File: src/rtl/imem_access_arbiter.sv
// Arbiter and access sequencer for the single-ported instruction memory.
// Round-robins fetch and loader requests, rejects bad addresses, times reads.
module imem_access_arbiter #(
  parameter int ADDR_W  = 10,
  parameter int LATENCY = 2
) (
  input  logic              clk,
  input  logic              rst_n,
  input  logic              fetch_req,
  input  logic [31:0]       fetch_addr,
  output logic              fetch_grant,
  output logic              fetch_valid,
  output logic              fetch_fault,
  output logic [31:0]       fetch_data,
  input  logic              load_req,
  input  logic              load_write,
  input  logic [31:0]       load_addr,
  input  logic [31:0]       load_wdata,
  output logic              load_grant,
  output logic              load_valid,
  output logic              load_fault,
  output logic [31:0]       load_rdata,
  output logic              mem_enable,
  output logic              mem_write,
  output logic [ADDR_W-1:0] mem_addr,
  output logic [31:0]       mem_wdata,
  input  logic [31:0]       mem_rdata,
  output logic              busy
);

  typedef enum logic [1:0] {IDLE, FAULT, WAIT, RESP} state_t;
  typedef enum logic {PORT_FETCH, PORT_LOAD} port_t;

  localparam logic [3:0] CNT_START = 4'(LATENCY - 1);

  state_t              state, state_nxt;
  port_t               last_grant, cur_port;
  logic                cur_write;
  logic [ADDR_W-1:0]   cur_addr;
  logic [31:0]         cur_wdata;
  logic [3:0]          cnt;
  logic                idle_ok, any_grant, sel_fault;
  logic [31:0]         sel_addr;

  // Grants are combinational; gating with rst_n keeps them quiet while reset is held.
  assign idle_ok     = (state == IDLE) && rst_n;
  assign fetch_grant = idle_ok && fetch_req && (!load_req || last_grant == PORT_LOAD);
  assign load_grant  = idle_ok && load_req && (!fetch_req || last_grant == PORT_FETCH);
  assign any_grant   = fetch_grant || load_grant;
  assign sel_addr    = fetch_grant ? fetch_addr : load_addr;
  assign sel_fault   = (sel_addr[1:0] != 2'b00) || (sel_addr[31:ADDR_W+2] != '0);

  // NOTE: every signal driven in always_comb gets a default first, so no latch is inferred.
  always_comb begin
    state_nxt = state;
    unique case (state)
      IDLE:    if (any_grant) state_nxt = sel_fault ? FAULT : WAIT;
      FAULT:   state_nxt = IDLE;
      WAIT:    if (cnt == 4'd0) state_nxt = RESP;
      RESP:    state_nxt = IDLE;
      default: state_nxt = IDLE;
    endcase
  end

  assign mem_enable  = (state == WAIT) && (cnt == CNT_START);
  assign mem_write   = mem_enable && cur_write;
  assign mem_addr    = mem_enable ? cur_addr : '0;
  assign mem_wdata   = mem_write ? cur_wdata : '0;
  assign fetch_valid = ((state == RESP) || (state == FAULT)) && (cur_port == PORT_FETCH);
  assign load_valid  = ((state == RESP) || (state == FAULT)) && (cur_port == PORT_LOAD);
  assign fetch_fault = (state == FAULT) && (cur_port == PORT_FETCH);
  assign load_fault  = (state == FAULT) && (cur_port == PORT_LOAD);
  assign busy        = (state != IDLE);

  // NOTE: sequential state uses non-blocking assignments so all registers update together.
  always_ff @(posedge clk or negedge rst_n) begin
    if (!rst_n) begin
      state      <= IDLE;
      last_grant <= PORT_LOAD;
      cur_port   <= PORT_FETCH;
      cur_write  <= 1'b0;
      cur_addr   <= '0;
      cur_wdata  <= '0;
      cnt        <= '0;
      fetch_data <= '0;
      load_rdata <= '0;
    end else begin
      state <= state_nxt;
      if (any_grant) begin
        last_grant <= fetch_grant ? PORT_FETCH : PORT_LOAD;
        cur_port   <= fetch_grant ? PORT_FETCH : PORT_LOAD;
        cur_write  <= load_grant && load_write;
        cur_addr   <= sel_addr[ADDR_W+1:2];
        cur_wdata  <= load_wdata;
        cnt        <= CNT_START;
        // A rejected access answers in the very next cycle with zero data.
        if (sel_fault) begin
          if (fetch_grant) fetch_data <= '0;
          else             load_rdata <= '0;
        end
      end
      if (state == WAIT) begin
        if (cnt == 4'd0) begin
          if (cur_port == PORT_FETCH) fetch_data <= mem_rdata;
          else                        load_rdata <= cur_write ? '0 : mem_rdata;
        end else begin
          cnt <= cnt - 4'd1;
        end
      end
    end
  end

endmodule
File: config.mk
export PLATFORM = sky130hd
export DESIGN_NAME = imem_access_arbiter
export DESIGN_NICKNAME = d
export VERILOG_FILES = /design/src/rtl/imem_access_arbiter.sv
export SDC_FILE = /design/constraint.sdc
export NUM_CORES = 1
export LEC_CHECK = 0
export ABC_AREA = 1
export CAP_MARGIN = 20
export CORE_UTILIZATION = 41
export CTS_CLUSTER_SIZE = 24
export DETAILED_ROUTE_END_ITERATION = 6
export PLACE_DENSITY_LB_ADDON = 0.05
export SETUP_SLACK_MARGIN = 0.02
export SYNTH_ARGS = -nofsm -noshare
export SYNTH_HDL_FRONTEND = slang
export SYNTH_SLANG_ARGS = --single-unit
File: constraint.sdc
create_clock -name clk -period 1.95 [get_ports clk]
set_input_delay 0.39 -clock clk [delete_from_list [all_inputs] [get_ports clk]]
set_output_delay 0.39 -clock clk [all_outputs]
set_load 0.005 [all_outputs]
==> reports/results.ini <==
[status]
status=complete, but fails checks
violations=negative setup slack

[clocking]
holdBufCountCts=0
cts.reportedPaths.clkPinSlew_ns=0.05
cts_buffers=17
cts_tree=done
clkSinkCount=115
htreeDepth=4
worstSkewPairLatency_ns=0.41
cts-root-buf=clkbuf_16
cts_max_path_buffers=2

[critical_path]
r2r_cells=15
crit_fanout=8
crit_path_end_kind=output pin
crit_type=flop to output pin
cpMaxStageDelayCell=dfrtp_1
path_depth=8
path_buf_inv=4
worst_setup_path_start_kind=flop
crit_chain=inv_2 > ha_4 > nand4_1 > nor2_2 > inv_4 > clkbuf_16 > nor2_4 > buf_2
cp.required_ns=1.56
critPathTopFamily=buffers and inverters
cpPeakStageDelay_ns=0.40
cp.arrival_ns=1.83

[global_routing]
antenna_found_initial=0
grt_pass1_wl_mm=25.0
gr-total-overflow=0
first_global_vias=5230
grt_use_total_pct=24.2
grt_max_degree=116

[timing]
setup_violations=108
setup-tns-final_ns=-15.87
final.period_utilization_pct=114
min_period_ns=2.22
maxSlewHeadroom_pct=57.5
whs_ns=0.0974
worst_slew_pin_slew_ns=0.637
fin_skew_ns=0.00909
hold_viol=0
max_freq_ghz=0.450
postLayoutSetupSlackWorst_ns=-0.272
rsz0062_at_grt=true
drv_slew=0

[flow_run]
cap_violations=0

[route]
first_pass_iters=4
avgRoutedWirePerCell_um=15.7
drt-initial-drc-count=295
vias=5369
drc=0
finalWirelength_mm=17.2
avgViaCountPerCell=4.88
antenna_left=0

[die]
pin_count=248
die-area_um2=13200
rows=40
core-area_um2=12300
fp.dieH_um=115
start_util_pct=42.8
die_width_um=115

[synthesis]
synthCells=626
ys_seq_area_share_pct=54.9
ys_ff_latch=115
syn_nets=761
postSynthAreaPerCell_um2=8.38
synth_area_um2=5250
yosysWarnings=0
synth_cell_types=26

[placement]
hpwl_mm=10.9
io_buffers=247
gpl.final_weighted_congestion=0.831

[layout]
multi_input_area_um2=2400
final_nets=1055
finish.utilization_pct=76.3
ff_latch_area_um2=2880
drive_gt1_share_pct=27.1
syn_to_final_growth_pct=78.3
fillers=880
diodes=0

[power]
power_mw=7.14
p_leak_nw=4.45
peakVddDrop_v=0.000447
power_density_nw_per_um2=764

[worst_hold_path]
hp-class=primary input to asynchronous set/reset pin

-- cell usage after synthesis (all sizes together) --
cell type	n	area (µm²)
buf	15	120
nand4	3	18.8
nor3	3	26.3
or2	1	6.26
o211ai	10	75.1
xor2	1	8.76
clkbuf	17	63.8
o21ai	38	194
o31ai	1	7.51
ha	2	25.0
nor2	78	318
dfstp	1	26.3
dfrtp	114	2850
inv	62	233
nand3	72	465
nand2	207	800
a21oi	1	5.00
-- flip-flops by register name, indices dropped and copies added (netlist names) --
signal	cells
cur_wdata	32
cur_addr	10
cnt	4
cur_write	1
load_rdata	32
cur_port	1
last_grant	1
fetch_data	32
state	2
-- power by group --
part | switching, mW | total, mW | leakage (nW) | internal (mW)
logic | 0.778 | 1.41 | 2.66 | 0.633
registers | 0.127 | 2.84 | 1.52 | 2.71
clock network | 1.14 | 2.90 | 0.266 | 1.76
total | 2.04 | 7.14 | 4.45 | 5.10
-- stage by stage --
stage	instance area, µm²	instances	setup slack (ns)
6_report	9350	1101	-0.272
4_1_cts	8590	1080	-0.312
3_3_place_gp	8060	1041	-0.117
5_1_grt	9350	1101	-0.371
2_1_floorplan	5250	626	0.269
3_5_place_dp	8060	1041	-0.202
-- final timing paths --
check | from | endpoint | slack [ns]
worst max-delay path | cnt[1]$_DFF_PN0_ | mem_wdata[10] | -0.27
worst min-delay path | rst_n | load_rdata[2]$_DFF_PN0_ | 0.1
worst max register to register | state[0]$_DFFE_PN0P_ | load_rdata[28]$_DFF_PN0_ | -0.15
worst min register to register | load_rdata[13]$_DFF_PN0_ | load_rdata[13]$_DFF_PN0_ | 0.49
max in group asynchronous | rst_n | cur_addr[9]$_DFFE_PN0N_ | 1.35
min in group clk | load_rdata[13]$_DFF_PN0_ | load_rdata[13]$_DFF_PN0_ | 0.49
-- final cells by class --
| class | count | area share [%] |
|---|---|---|
| Tap cell | 168 | 2.25 |
| Inverter | 62 | 2.72 |
| Timing Repair inverter | 1 | 0.0936 |
| Clock inverter | 15 | 1.42 |
| Clock buffer | 17 | 4.55 |
| Sequential cell | 115 | 30.8 |
| Multi-Input combinational cell | 417 | 25.7 |
| Timing Repair Buffer | 306 | 32.5 |
-- per-layer routing --
metal  vias up  part of all wire (%)  wire length (µm)  GRT usage [%]
met1      2575                    40              6900           30.3
met3        29                   7.4              1270           7.17
met5         -                     0                 0              0
met4         0                   2.1               367           9.00
li1       2551                     -                 -              -
met2       214                    50              8700           39.6
-- cells by family after synthesis --
family,count (synthesis),share of synthesized area [%]
adder cells (fa/ha/maj),2,0.477
flip-flops,115,54.9
AND/OR/NAND/NOR,364,31.2
AO/OA/AOI/OAI,50,5.37
XOR/XNOR,1,0.167
buffers and inverters,94,7.94
-- worst register-to-register path, stage by stage, from the launching register on --
cell,delay (ns)
dfrtp_1,0.41
buf_6,0.13
buf_6,0.10
buf_6,0.11
nor2_4,0.12
buf_6,0.14
nand3_4,0.09
nor2_4,0.13
buf_6,0.13
nand2_2,0.05
o21ai_2,0.08
nand2_4,0.11
nand2_4,0.11
buf_12,0.16
nand3_1,0.09
nand2_1,0.08
-- what timing repair did --
action,CTS,global route
pin swaps,5,12
setup buffers,7,13
setup endpoints to repair,51,157
endpoints found under the hold margin,0,0
gates cloned,1,12
gates resized for setup,166,189
-- cell usage in the layout, fill, tap and decap left out, types with 4 or more instances in the layout --
master           synthesis  final
buf_12                   0      8
buf_2                    9     45
buf_4                    0     22
buf_6                    4     24
clkbuf_16                0     26
clkdlybuf4s50_1          0    195
clkinv_2                 0      4
clkinvlp_4               0      4
dfrtp_1                114    114
inv_1                   58     53
inv_2                    4      6
inv_6                    0      5
nand2_1                204    197
nand2_2                  0      5
nand3_1                 51     37
nand3_2                 21     32
nor2_1                  74     30
nor2_2                   1     11
nor2_4                   3     37
o211ai_1                10     10
o21ai_0                 37     36
No activity file was read; power rests on OpenSTA's default activity.
